<file path="config.mk">
export PLATFORM = sky130hd
export DESIGN_NAME = hazard_controller
export DESIGN_NICKNAME = d
export VERILOG_FILES = /design/src/rtl/hazard_pkg.sv /design/src/rtl/sat_counter.sv /design/src/rtl/hazard_controller.sv
export SDC_FILE = /design/constraint.sdc
export NUM_CORES = 1
export LEC_CHECK = 0
export CAP_MARGIN = 10
export CORE_MARGIN = 10
export CORE_UTILIZATION = 60
export CTS_BUF_LIST = sky130_fd_sc_hd__clkbuf_4 sky130_fd_sc_hd__clkbuf_8
export DETAILED_ROUTE_END_ITERATION = 8
export PLACE_DENSITY_LB_ADDON = 0.25
export SLEW_MARGIN = 30
export SYNTH_ARGS = -nofsm -noshare
export SYNTH_HDL_FRONTEND = slang
export SYNTH_SLANG_ARGS = --single-unit
export TNS_END_PERCENT = 30
</file>
<file path="constraint.sdc">
create_clock -name clk -period 4.43 [get_ports clk]
set_input_delay 0.6645 -clock clk [delete_from_list [all_inputs] [get_ports clk]]
set_output_delay 0.6645 -clock clk [all_outputs]
set_load 0.05 [all_outputs]
</file>
<file path="src/rtl/hazard_pkg.sv">
// hazard_pkg
//   Shared definitions for the pipeline hazard sequencer: sequencer state
//   encoding, default parameter values and a width helper.
//   Optional feature macro used by the top: HAZARD_PERF_EN.
package hazard_pkg;

    typedef enum logic [2:0] {
        ST_RUN      = 3'd0,
        ST_MEM_WAIT = 3'd1,
        ST_FLUSH    = 3'd2,
        ST_DRAIN    = 3'd3,
        ST_HALTED   = 3'd4
    } state_e;

    localparam int unsigned FLUSH_CYCLES_DEF = 2;
    localparam int unsigned DRAIN_CYCLES_DEF = 3;
    localparam int unsigned MEM_TIMEOUT_DEF  = 255;
    localparam int unsigned CNT_W_DEF        = 16;

    // Bits needed to hold values 0..max_val, never less than one.
    function automatic int unsigned width_for(input int unsigned max_val);
        return (max_val < 2) ? 1 : $clog2(max_val + 1);
    endfunction

endpackage

</file>
<file path="src/rtl/sat_counter.sv">
// sat_counter
//   Up-counter that sticks at all-ones instead of wrapping.
//   Ports:
//     clk      in   1      clock
//     rst_n    in   1      asynchronous active-low reset (count -> 0)
//     i_inc    in   1      increment this cycle (ignored once saturated)
//     i_clr    in   1      synchronous clear, wins over i_inc
//     o_count  out  WIDTH  current count
module sat_counter #(
    parameter int unsigned WIDTH = 8
) (
    input  logic             clk,
    input  logic             rst_n,
    input  logic             i_inc,
    input  logic             i_clr,
    output logic [WIDTH-1:0] o_count
);

    logic [WIDTH-1:0] r_count;

    always_ff @(posedge clk or negedge rst_n) begin
        if (!rst_n) begin
            r_count <= '0;
        end else if (i_clr) begin
            r_count <= '0;
        end else if (i_inc && (r_count != '1)) begin
            r_count <= r_count + WIDTH'(1);
        end
    end

    assign o_count = r_count;

endmodule

</file>
<file path="src/rtl/hazard_controller.sv">
// hazard_controller
//   Pipeline sequencer for the 5-stage CPU. Combines the load-use stall, the
//   EX branch-taken flag, memory busy flags and decoded halt into PC write
//   enable plus per-latch stall/flush controls. Owns memory-wait, branch
//   flush and halt-drain sequencing. Outputs are Mealy (state + inputs).
//   Optional feature macro: HAZARD_PERF_EN adds stallCycles/flushCount.
//   Ports:
//     clk, rst_n          clock, asynchronous active-low reset
//     forwardStall        load-use hazard from the forwarding unit
//     branchTaken         taken branch/jump resolved in EX
//     dMemBusy, iMemBusy  data access in progress / fetch not yet valid
//     halt_ID             HLT decoded in ID
//     pcWe                PC write enable
//     stall_*             hold the named pipeline latch
//     flush_IF_ID         load NOP into IF/ID
//     flush_ID_EX         load bubble into ID/EX
//     halted              pipeline drained and frozen
//     memTimeout          sticky data-memory watchdog flag
//     stallCycles         [HAZARD_PERF_EN] cycles with pcWe=0
//     flushCount          [HAZARD_PERF_EN] taken branches acted on
module hazard_controller
    import hazard_pkg::*;
#(
    parameter int unsigned FLUSH_CYCLES = FLUSH_CYCLES_DEF,
    parameter int unsigned DRAIN_CYCLES = DRAIN_CYCLES_DEF,
    parameter int unsigned MEM_TIMEOUT  = MEM_TIMEOUT_DEF
`ifdef HAZARD_PERF_EN
    ,
    parameter int unsigned CNT_W        = CNT_W_DEF
`endif
) (
    input  logic             clk,
    input  logic             rst_n,
    input  logic             forwardStall,
    input  logic             branchTaken,
    input  logic             dMemBusy,
    input  logic             iMemBusy,
    input  logic             halt_ID,
    output logic             pcWe,
    output logic             stall_IF_ID,
    output logic             stall_ID_EX,
    output logic             stall_EX_MEM,
    output logic             stall_MEM_WB,
    output logic             flush_IF_ID,
    output logic             flush_ID_EX,
    output logic             halted,
    output logic             memTimeout
`ifdef HAZARD_PERF_EN
    ,
    output logic [CNT_W-1:0] stallCycles,
    output logic [CNT_W-1:0] flushCount
`endif
);

    localparam int unsigned SEQ_MAX = (FLUSH_CYCLES > DRAIN_CYCLES) ? FLUSH_CYCLES : DRAIN_CYCLES;
    localparam int unsigned SEQ_W   = width_for(SEQ_MAX);
    localparam int unsigned WAIT_W  = width_for(MEM_TIMEOUT);

    localparam logic [SEQ_W-1:0]  FLUSH_RELOAD = SEQ_W'(FLUSH_CYCLES - 1);
    localparam logic [SEQ_W-1:0]  DRAIN_RELOAD = SEQ_W'(DRAIN_CYCLES);
    localparam logic [SEQ_W-1:0]  SEQ_ONE      = SEQ_W'(1);
    localparam logic [WAIT_W-1:0] TIMEOUT_LAST = WAIT_W'(MEM_TIMEOUT - 1);
    localparam bit                MULTI_FLUSH  = (FLUSH_CYCLES > 1);

    state_e             r_state, w_next_state;
    state_e             r_resume, w_next_resume;
    state_e             w_eff_state;
    logic [SEQ_W-1:0]   r_cnt, w_next_cnt;
    logic               r_memTimeout, w_next_memTimeout;
    logic [WAIT_W-1:0]  w_wait_cnt;
    logic               w_wait_inc;
    logic               w_wait_clr;
    logic               w_take_branch;

    // On the cycle dMemBusy falls the saved state acts immediately, so a
    // frozen FLUSH/DRAIN sequence picks up exactly where it stopped.
    assign w_eff_state   = (r_state == ST_MEM_WAIT) ? r_resume : r_state;
    assign w_take_branch = branchTaken && !dMemBusy && (r_state != ST_HALTED);

    sat_counter #(.WIDTH(WAIT_W)) u_wait_cnt (
        .clk     (clk),
        .rst_n   (rst_n),
        .i_inc   (w_wait_inc),
        .i_clr   (w_wait_clr),
        .o_count (w_wait_cnt)
    );

    // State register
    always_ff @(posedge clk or negedge rst_n) begin
        if (!rst_n) begin
            r_state      <= ST_RUN;
            r_resume     <= ST_RUN;
            r_cnt        <= '0;
            r_memTimeout <= 1'b0;
        end else begin
            r_state      <= w_next_state;
            r_resume     <= w_next_resume;
            r_cnt        <= w_next_cnt;
            r_memTimeout <= w_next_memTimeout;
        end
    end

    // Next-state logic
    always_comb begin
        w_next_state      = r_state;
        w_next_resume     = r_resume;
        w_next_cnt        = r_cnt;
        w_next_memTimeout = r_memTimeout;
        w_wait_inc        = 1'b0;
        w_wait_clr        = 1'b0;

        if (r_state != ST_HALTED) begin
            if (dMemBusy) begin
                w_next_state = ST_MEM_WAIT;
                if (r_state != ST_MEM_WAIT) begin
                    w_next_resume = r_state;
                end
                w_wait_inc = 1'b1;
                if ((MEM_TIMEOUT != 0) && (w_wait_cnt == TIMEOUT_LAST)) begin
                    w_next_memTimeout = 1'b1;
                end
            end else begin
                if (r_state == ST_MEM_WAIT) begin
                    w_wait_clr = 1'b1;
                end
                w_next_state = w_eff_state;
                if (w_take_branch) begin
                    if (MULTI_FLUSH) begin
                        w_next_state = ST_FLUSH;
                        w_next_cnt   = FLUSH_RELOAD;
                    end else begin
                        w_next_state = ST_RUN;
                    end
                end else begin
                    case (w_eff_state)
                        ST_RUN: begin
                            if (!forwardStall && halt_ID) begin
                                w_next_state = ST_DRAIN;
                                w_next_cnt   = DRAIN_RELOAD;
                            end
                        end
                        ST_FLUSH: begin
                            if (r_cnt <= SEQ_ONE) w_next_state = ST_RUN;
                            if (r_cnt != '0)      w_next_cnt   = r_cnt - SEQ_ONE;
                        end
                        ST_DRAIN: begin
                            if (r_cnt <= SEQ_ONE) w_next_state = ST_HALTED;
                            if (r_cnt != '0)      w_next_cnt   = r_cnt - SEQ_ONE;
                        end
                        default: ;
                    endcase
                end
            end
        end
    end

    // Output logic
    always_comb begin
        pcWe         = 1'b1;
        stall_IF_ID  = 1'b0;
        stall_ID_EX  = 1'b0;
        stall_EX_MEM = 1'b0;
        stall_MEM_WB = 1'b0;
        flush_IF_ID  = 1'b0;
        flush_ID_EX  = 1'b0;
        halted       = 1'b0;

        if (r_state == ST_HALTED) begin
            halted       = 1'b1;
            pcWe         = 1'b0;
            stall_IF_ID  = 1'b1;
            stall_ID_EX  = 1'b1;
            stall_EX_MEM = 1'b1;
            stall_MEM_WB = 1'b1;
        end else if (dMemBusy) begin
            pcWe         = 1'b0;
            stall_IF_ID  = 1'b1;
            stall_ID_EX  = 1'b1;
            stall_EX_MEM = 1'b1;
            stall_MEM_WB = 1'b1;
        end else if (branchTaken) begin
            flush_IF_ID  = 1'b1;
            flush_ID_EX  = 1'b1;
        end else begin
            case (w_eff_state)
                ST_RUN: begin
                    if (forwardStall) begin
                        pcWe        = 1'b0;
                        stall_IF_ID = 1'b1;
                        flush_ID_EX = 1'b1;
                    end else if (halt_ID) begin
                        pcWe        = 1'b0;
                        stall_IF_ID = 1'b1;
                    end else if (iMemBusy) begin
                        pcWe        = 1'b0;
                        flush_IF_ID = 1'b1;
                    end
                end
                ST_FLUSH: begin
                    flush_IF_ID = 1'b1;
                end
                ST_DRAIN: begin
                    pcWe        = 1'b0;
                    stall_IF_ID = 1'b1;
                    flush_ID_EX = 1'b1;
                end
                default: ;
            endcase
        end
    end

    assign memTimeout = r_memTimeout;

`ifdef HAZARD_PERF_EN
    logic w_perf_live;
    assign w_perf_live = (r_state != ST_HALTED);

    sat_counter #(.WIDTH(CNT_W)) u_stall_cnt (
        .clk     (clk),
        .rst_n   (rst_n),
        .i_inc   (w_perf_live && !pcWe),
        .i_clr   (1'b0),
        .o_count (stallCycles)
    );

    sat_counter #(.WIDTH(CNT_W)) u_flush_cnt (
        .clk     (clk),
        .rst_n   (rst_n),
        .i_inc   (w_take_branch),
        .i_clr   (1'b0),
        .o_count (flushCount)
    );
`endif

endmodule
</file>
==> impl_results.md, run 1 <==
* Run status: finished clean
* P_leak at 0.000577 uW
* CTS Buffer Depth at 2
* Share of layout cells above drive strength 1 at 9.27%
* GPL Wtd Cong at 0.844
* TritonCTS buffer count at 3
* Critical Path Sink Type: output port
* Detailed-route wire length at 2650 um
* Slew @ Worst Pin at 0.720 ns
* Max Fanout on Critical Path at 10
* Clock sinks at 17
* Cell taking the most area after synthesis: dfrtp_1
* Maxcap violations at 0
* GRT Overall Usage at 13.4%
* Worst-path clk slew at 0.10 ns
* Fmax at 288 MHz
* Pin count of the biggest net entering global routing at 18
* Dpl hpwl at 2020 um
* H-tree depth at 1
* Commonest cells in the netlist: 17 x dfrtp_1, 14 x nor2_1, 11 x nand2_1
* Routed vias at 1079
* Hold Fails Final Rpt at 0
* Synth top area share at 34.6%
* DIE WIDTH at 65.3 um
* Final Max Slew Viols at 0
* Critical path required time at 3.77 ns
* Clk root buf: clkbuf_4
* Fillers at 187
* Pwr per Cell Area at 450 nW/um2
* Setup bufs post-CTS at 0
* Die ar. at 4260 um2
* Post-CTS Resized at 0
* Placed Instances at 174
* RSZ-0062 raised after global routing: false
* Drt initial violations at 46
* Area Overhead vs Synth at 12.5%
* CP Launch Type: input port
* Fin nets at 163
* Peak VDD IR at 0.344 mV
* Period Utilization, post-route at 78.5%
* Vias in the first global route at 1045
* Yosys reg bits at 17
* Ys async rst share at 100%
* Number of flops mapped to enable cells by yosys at 0
* Top cells by area, synth: dfrtp_1 35%, nor2_1 4.3%, ha_1 4.1%
* WS Path Type: input port to output port
* Drt via density at 6.06
* Worst-skew pair later-pin latency at 0.29 ns
* Core Area at 1960 um2
* Most common cell in the netlist: dfrtp_1
* TritonCTS clock tree: built
* Post-CTS Hold Buffers at 0
* Num ports at 16
* Initial antenna violation count at 0
* Syn_nets at 154
* ANT cells at 0
* Drt wl/cell at 14.9 um
* First-pass iteration count of the detailed router at 4
* DRC viols at 0
* Die Span Y at 65.3 um
* Register Area at 425 um2
* Area of the multi-input gates at 708 um2
* Dominant synthesized flop cell: dfrtp_1
* Worst slew margin at 51.8%
* Post-Syn Area at 1230 um2
* Cells after synthesis at 143
* Fin crit period at 3.48 ns
* Initial Utilization at 62.8%
* Seq/Total Area, Yosys at 34.6%
* Post-synth cell types at 50
* Global route overflow at 0
* Mean post-synth cell area at 8.61 um2
* DRT antenna net count at 0
* Final Instance Count excl. Fillers at 178
* Ys Warns at 0
* # rows at 16
* Layout Skew at 0.00647 ns
* Hold Crit Class: flip-flop to flip-flop
* First-pass GRT wire length at 4640 um
* # port buffers at 15
* CP arrival at 2.81 ns
* Setup TNS Final at 0 ns
* # setup viols final at 0
through the flow:
step / worst slack, ns / hold WS (ns) / util, % / instance area, um2 / total power [uW]
after floorplan: 1.31 / 0.369 / - / 1230 / 473
after global placement: 1.03 / 0.465 / 68.8 / 1350 / 528
after detailed placement: 0.974 / 0.474 / 68.8 / 1350 / 537
after CTS: 0.975 / 0.497 / 70.3 / 1380 / 627
after global routing: 0.811 / 0.512 / 70.6 / 1390 / 683
final: 0.953 / 0.487 / 70.6 / 1390 / 624
state kept, by name, summed over array words and instances, names as in the netlist:
| signal | flops |
|---|---|
| memTimeout | 1 |
| r_cnt | 2 |
| r_resume | 3 |
| r_state | 3 |
| u_wait_cnt.o_count | 8 |
routing by layer:
layer	global-route usage [%]	vias up	wire length (um)	share of wire [%]
met5	0	-	0	0
met4	6.68	0	39	1.5
li1	-	546	-	-
met1	14.7	505	1130	42
met3	3.73	4	115	4.3
met2	23.3	24	1370	52
power by group:
part           leakage [uW]  internal, uW  switching [uW]
combinational      0.000337           118             155
clock             0.0000184          41.2            47.1
sequential         0.000221           191            71.4
total              0.000577           350             273
worst max-delay path: stages:
cell and delay [ns]:
clkdlybuf4s50_1 0.58, nor2_1 0.26, clkinv_1 0.26, a31oi_1 0.22, clkdlybuf4s50_1 0.83
path summary, 6_finish.rpt:
path                            start                    end  slack, ns  depth (start not counted)
setup / recovery             dMemBusy            flush_IF_ID       0.95                          5
hold / removal             memTimeout             memTimeout       0.49                          1
setup reg to reg           r_state[2]  u_wait_cnt.o_count[4]       2.57                          4
hold reg to reg            memTimeout             memTimeout       0.49                          1
max in group asynchronous       rst_n  u_wait_cnt.o_count[2]       3.18                          1
min in group asynchronous       rst_n            r_resume[0]       0.79                          1
cell type report:
type | count | share of cell area, %
Multi-Input combinational cell | 105 | 51.1
Clock buffer | 4 | 2.17
Sequential cell | 17 | 30.7
Timing Repair Buffer | 15 | 10.8
Tap cell | 27 | 2.44
Inverter | 10 | 2.71
cell usage in the layout, fill, tap and decap left out, types with 2 or more instances in the layout:
master	synthesis	routed
a211oi_1	2	2
nand2_1	11	11
nand4_1	4	4
mux2i_1	2	2
clkbuf_4	0	4
ha_1	4	4
a41oi_1	2	2
o21ai_0	5	5
inv_1	8	8
dfrtp_1	17	17
o21a_1	2	2
a31oi_1	4	4
nand3_1	4	4
and3b_1	2	2
clkdlybuf4s50_1	0	15
o22ai_1	2	2
nor2b_1	2	2
nor4b_2	1	2
nor2_1	14	14
and3_1	3	3
nor3_1	6	6
a211oi_2	2	2
a31o_2	2	2
o21ai_1	2	2
a21oi_1	9	9
logic make-up (layout without fill, tap and decap cells):
| group | count (synthesis) | after routing | synth area share (%) |
|---|---|---|---|
| XOR/XNOR | 2 | 2 | 1.42 |
| buffers and inverters | 21 | 29 | 8.43 |
| flip-flops | 17 | 17 | 34.6 |
| multiplexers | 2 | 2 | 1.63 |
| AO/OA/AOI/OAI | 43 | 43 | 25.7 |
| adder cells (fa/ha/maj) | 4 | 4 | 4.07 |
| AND/OR/NAND/NOR | 54 | 54 | 24.2 |
Note: power is estimated with default switching activity, not from simulation.
==> run 2, diff against run 1 <==
--- a/config.mk
+++ b/config.mk
@@ -7,7 +7,7 @@
 export LEC_CHECK = 0
 export CAP_MARGIN = 10
 export CORE_MARGIN = 10
-export CORE_UTILIZATION = 60
+export CORE_UTILIZATION = 57
 export CTS_BUF_LIST = sky130_fd_sc_hd__clkbuf_4 sky130_fd_sc_hd__clkbuf_8
 export DETAILED_ROUTE_END_ITERATION = 8
 export PLACE_DENSITY_LB_ADDON = 0.25
==> constraint.sdc (replaced) <==
create_clock -name clk -period 3.6 [get_ports clk]
set_input_delay 0.54 -clock clk [delete_from_list [all_inputs] [get_ports clk]]
set_output_delay 0.54 -clock clk [all_outputs]
set_load 0.05 [all_outputs]
==> impl_results.md, run 2 (synthesized netlist as in run 1, its figures left out) <==
* Run status: finished clean
* Worst setup margin at 0.388 ns (-0.564 ns)
* Post-CTS Hold Buffers at 0 (unchanged)
* Hold Path Origin: memTimeout
* Clock sinks at 17 (unchanged)
* Critical Path Sink Type: output port
* CTS Buffer Depth at 2 (unchanged)
* Max Fanout on Critical Path at 14 (+4)
* Commonest non-fill, non-tap cells in the layout: 17 x dfrtp_1, 15 x clkdlybuf4s50_1, 14 x nor2_1
* Fin crit period at 3.21 ns
* Setup bufs post-CTS at 0 (unchanged)
* Reg power frac at 41.5% (-0.6 points)
* ANT cells at 0 (unchanged)
* Max reg flops at 8 (unchanged)
* Fillers at 173 (-7.5%)
* Fin nets at 164 (+0.61%)
* Crit path launch: r_state[2]
* R2R Path End: u_wait_cnt.o_count[7]
* Fmax at 311 MHz
* Period Utilization, post-route at 89.2%
* Comb pwr share at 44.4% (+0.7 points)
* Area Overhead vs Synth at 12.6% (about the same)
* Critical path's largest stage delay at 0.83 ns (about the same)
* Drt initial violations at 91 (+98%)
* Dpl hpwl at 2080 um (+2.8%)
* Reg-to-Reg Start: r_state[0]
* Detailed-route wire length at 2730 um (+2.9%)
* P_leak at 0.000580 uW (+0.52%)
* Vias in the first global route at 956 (-8.5%)
* CP max stage cell: clkdlybuf4s50_1
* Initial Utilization at 61.5% (-1.3 points)
* Critical path required time at 3.06 ns (-0.71 ns)
* Final instance area at 1390 um2 (about the same)
* Die Span Y at 66.5 um (+1.8%)
* First-pass iteration count of the detailed router at 4 (unchanged)
* Hold Crit Class: flip-flop to flip-flop
* Drt wl/cell at 15.2 um (+2.3%)
* Initial antenna violation count at 0 (unchanged)
* CP arrival at 2.67 ns (-0.14 ns)
* Clk root buf: clkbuf_4
* # rows at 16 (unchanged)
* GPL Wtd Cong at 0.861 (+2.0%)
* Global route overflow at 0 (unchanged)
* Internal Power at 432 uW (+23%)
* # port buffers at 15 (unchanged)
* Worst-path clk slew at 0.09 ns (about the same)
* H-tree depth at 1 (unchanged)
* Critical path endpoint: flush_ID_EX
* First-pass GRT wire length at 4630 um (-0.15%)
* GRT Overall Usage at 13.0% (-0.43 points)
* Final Max Slew Viols at 0 (unchanged)
* Share of layout cells above drive strength 1 at 9.21% (-0.061 points)
* Routed vias at 1075 (-0.37%)
* Drt via density at 6.01 (-0.93%)
* # setup viols final at 0 (unchanged)
* TritonCTS buffer count at 3 (unchanged)
* Reg2reg setup slack at 1.72 ns (-0.85 ns)
* DRC viols at 0 (unchanged)
* Die ar. at 4420 um2 (+3.6%)
* Num ports at 16 (unchanged)
* Clock Power Share at 14.1% (about the same)
* DRT antenna net count at 0 (unchanged)
* WS Path Type: flip-flop to output port
* Hold Slack at 0.476 ns (-0.0114 ns)
* Pin count of the biggest net entering global routing at 18 (unchanged)
* Placed standard-cell area at 1360 um2 (+0.56%)
* Commonest non-fill, non-tap cell in the layout: dfrtp_1
* Register Area at 425 um2 (unchanged)
* Critical path, cell by cell: nor3b_4 > nor2_1 > clkinv_1 > a31oi_1 > clkdlybuf4s50_1
* Area of the multi-input gates at 702 um2 (-0.88%)
* Peak VDD IR at 0.392 mV (+14%)
* Worst-skew pair later-pin latency at 0.29 ns (about the same)
* R2R depth at 4 (unchanged)
* TritonCTS clock tree: built
* Hold Fails Final Rpt at 0 (unchanged)
* CP Launch Type: flip-flop
* NetSw at 342 uW (+25%)
* DIE WIDTH at 66.5 um (+1.8%)
* Worst slew margin at 36.5% (-15 points)
* Core Area at 2000 um2 (+2.0%)
* Post-CTS Resized at 0 (unchanged)
* Slew @ Worst Pin at 0.940 ns (+0.220 ns)
* Setup TNS Final at 0 ns (unchanged)
* Setup WS pre-CTS at 0.536 ns (-0.439 ns)
* Maxcap violations at 0 (unchanged)
* Sw frac at 44.2% (+0.36 points)
* Layout Skew at 0.00285 ns (-0.00363 ns)
* Pwr per Cell Area at 558 nW/um2 (+24%)
* RSZ-0062 raised after global routing: false
## run 2: cell count changes in the layout (fill, tap and decap cells not counted)
cell and change:
buf_4 +1, nor4b_1 +1, nor4b_2 -1
## run 2: area by class of cell
class / instances / area share [%]
clock buffer: 4 / 2.17
timing repair buffer: 16 / 11.4
multi-input combinational: 105 / 50.6
sequential: 17 / 30.7
tap: 27 / 2.44
inverter: 10 / 2.71
## run 2: per-layer routing
| layer | part of all wire (%) | up-vias | track usage [%] |
|---|---|---|---|
| met2 | 48 | 20 | 19.9 |
| met4 | 0.70 | 0 | 2.36 |
| li1 | - | 544 | - |
| met5 | 0 | - | 0 |
| met3 | 4.9 | 4 | 4.85 |
| met1 | 47 | 507 | 17.2 |
## run 2: worst min-delay path by stage
stage | end | cells after the start
after CTS | memTimeout | 1
after floorplan | memTimeout | 0
after global placement | memTimeout | 1
after global routing | memTimeout | 1
final | memTimeout | 1
after detailed placement | memTimeout | 1
## run 2: worst max-delay path, delay by kind of cell (launching register included)
family          cells  cell delay [ns]
compound gates      1             0.23
buf+inv             2             1.10
flops               1             0.56
simple gates        2             0.48
## run 2: power by group through the flow
stage / clock (uW) / sequential (uW) / combinational, uW
after detailed placement: 0 / 324 / 341
final: 109 / 321 / 344
after CTS: 113 / 320 / 343
after floorplan: 0 / 275 / 307
after global placement: 0 / 320 / 330
after global routing: 123 / 333 / 383
## run 2: stage by stage
stage,total power (uW),utilization (%),std cells
CTS,777,69.3,179
global placement,650,67.8,175
global route,839,69.3,179
finish,773,69.3,179
floorplan,582,-,143
detailed placement,664,67.8,175
==> run 3, diff against run 2 <==
--- a/config.mk
+++ b/config.mk
@@ -7,7 +7,7 @@
 export LEC_CHECK = 0
 export CAP_MARGIN = 10
 export CORE_MARGIN = 10
-export CORE_UTILIZATION = 57
+export CORE_UTILIZATION = 60
 export CTS_BUF_LIST = sky130_fd_sc_hd__clkbuf_4 sky130_fd_sc_hd__clkbuf_8
 export DETAILED_ROUTE_END_ITERATION = 8
 export PLACE_DENSITY_LB_ADDON = 0.25
==> constraint.sdc (replaced) <==
create_clock -name clk -period 3.7 [get_ports clk]
set_input_delay 0.555 -clock clk [delete_from_list [all_inputs] [get_ports clk]]
set_output_delay 0.555 -clock clk [all_outputs]
set_load 0.05 [all_outputs]
==> impl_results.md, run 3 (synthesized netlist as in run 1, its figures left out) <==
* Final Max Slew Viols at 0 (unchanged)
* Met1 usage at 15.5% (-1.6 points)
* GPL Wtd Cong at 0.838 (-2.6%)
* First-pass GRT wire length at 4690 um (+1.2%)
* Fin util at 70.3% (+1.0 points)
* # port buffers at 15 (unchanged)
* Clk root buf: clkbuf_4
* Fmax at 306 MHz
* ANT cells at 0 (unchanged)
* TritonCTS buffer count at 3 (unchanged)
* Worst setup margin at 0.435 ns (+0.0469 ns)
* Max Fanout on Critical Path at 10 (-4)
* Detailed-route wire length at 2640 um (-3.3%)
* TritonCTS clock tree: built
* Period Utilization, post-route at 88.2%
* Hold Crit Class: flip-flop to flip-flop
* Critical path required time at 3.14 ns (+0.08 ns)
* Maxcap violations at 0 (unchanged)
* Drt wl/cell at 14.8 um (-2.7%)
* Final Instance Count excl. Fillers at 178 (-0.56%)
* Routed vias at 1095 (+1.9%)
* Setup WS pre-CTS at 0.475 ns (-0.0613 ns)
* Worst-skew pair later-pin latency at 0.29 ns (about the same)
* # setup viols final at 0 (unchanged)
* P_leak at 0.000575 uW (-0.83%)
* H-tree depth at 1 (unchanged)
* Layout Skew at 0.00494 ns (+0.00209 ns)
* Post-CTS Hold Buffers at 0 (unchanged)
* Global route overflow at 0 (unchanged)
* Peak VDD IR at 0.367 mV (-6.4%)
* Drt via density at 6.15 (+2.4%)
* Dpl hpwl at 2060 um (-1.1%)
* CP arrival at 2.71 ns (+0.04 ns)
* Critical Path Sink Type: output port
* Drt initial violations at 74 (-19%)
* DRC viols at 0 (unchanged)
* Commonest non-fill, non-tap cells in the layout: 17 x dfrtp_1, 15 x clkdlybuf4s50_1, 14 x nor2_1
* Placed Instances at 174 (-0.57%)
* Core Area at 1960 um2 (-2.0%)
* CP Launch Type: input port
* Fin nets at 163 (-0.61%)
* Most used cell, CP: clkdlybuf4s50_1
* Vias in the first global route at 1035 (+8.3%)
* Worst-path clk slew at 0.09 ns (about the same)
* Share of layout cells above drive strength 1 at 8.61% (-0.60 points)
* Die Span Y at 65.3 um (-1.8%)
* CTS Buffer Depth at 2 (unchanged)
* # rows at 16 (unchanged)
* DRT antenna net count at 0 (unchanged)
* Fin crit period at 3.26 ns
* Run status: finished clean
* Initial antenna violation count at 0 (unchanged)
* Met3 Use GR at 2.71% (-2.1 points)
* Setup TNS Final at 0 ns (unchanged)
* Initial Utilization at 62.8% (+1.3 points)
* Worst slew margin at 42.5% (+6.1 points)
* WS Path Type: input port to output port
* Post-CTS Resized at 0 (unchanged)
* Pwr per Cell Area at 537 nW/um2 (-3.7%)
* Max reg flops at 8 (unchanged)
* Slew @ Worst Pin at 0.850 ns (-0.0899 ns)
* Setup bufs post-CTS at 0 (unchanged)
* Critical path, cell by cell: clkdlybuf4s50_1 > nor2_1 > clkinv_1 > a31oi_1 > clkdlybuf4s50_1
* Commonest non-fill, non-tap cell in the layout: dfrtp_1
* Hold Fails Final Rpt at 0 (unchanged)
* Critical path's largest stage delay at 0.83 ns (about the same)
* CP max stage cell: clkdlybuf4s50_1
* Die ar. at 4260 um2 (-3.5%)
* Clock sinks at 17 (unchanged)
* GRT Overall Usage at 13.4% (+0.34 points)
* Grt met2 use at 22.8% (+2.9 points)
* Num ports at 16 (unchanged)
* Power, Total at 741 uW (-4.2%)
* First-pass iteration count of the detailed router at 4 (unchanged)
* Pin count of the biggest net entering global routing at 18 (unchanged)
* DIE WIDTH at 65.3 um (-1.8%)
* Area Overhead vs Synth at 12.0%
* Gr busiest metal: met2
* RSZ-0062 raised after global routing: false
[run 3: cell count changes in the layout (fill, tap and decap cells not counted)]
| cell | delta |
|---|---|
| buf_4 | -1 |
[run 3: path summary, 6_finish.rpt]
kind	from	to	slack [ns]	cells past startpoint
max in group asynchronous	rst_n	r_cnt[1]	2.54	1
hold reg to reg	memTimeout	memTimeout	0.49	1
setup reg to reg	r_state[2]	u_wait_cnt.o_count[5]	1.82	4
hold / removal	memTimeout	memTimeout	0.49	1
min in group asynchronous	rst_n	r_resume[0]	0.69	1
setup / recovery	dMemBusy	flush_IF_ID	0.44	5
[run 3: metrics by stage]
stage / instance area, um2 / hold slack, ns
floorplan: 1230 / 0.259
global placement: 1350 / 0.465
detailed placement: 1350 / 0.472
CTS: 1380 / 0.494
global route: 1380 / 0.509
finish: 1380 / 0.486
[run 3: where the power goes]
group | internal (uW) | switching (uW)
sequential | 229 | 83.9
clock | 49.3 | 52.1
combinational | 140 | 186
total | 419 | 322
[run 3: worst max-delay path, delay by kind of cell]
kind	cells	cell delay [ns]
buffers and inverters	3	1.67
AO/OA/AOI/OAI	1	0.21
AND/OR/NAND/NOR	1	0.27
[run 3: area by class of cell]
type	instances	area [um2]
Multi-Input combinational cell	105	702
Fill cell	179	583
Sequential cell	17	425
Timing Repair Buffer	15	150
Inverter	10	37.5
Tap cell	27	33.8
Clock buffer	4	30.0
[run 3: layer usage]
| layer | vias up | wire length, um |
|---|---|---|
| met5 | - | 0 |
| met4 | 0 | 43 |
| met3 | 5 | 89 |
| met2 | 23 | 1400 |
| met1 | 522 | 1100 |
| li1 | 545 | - |
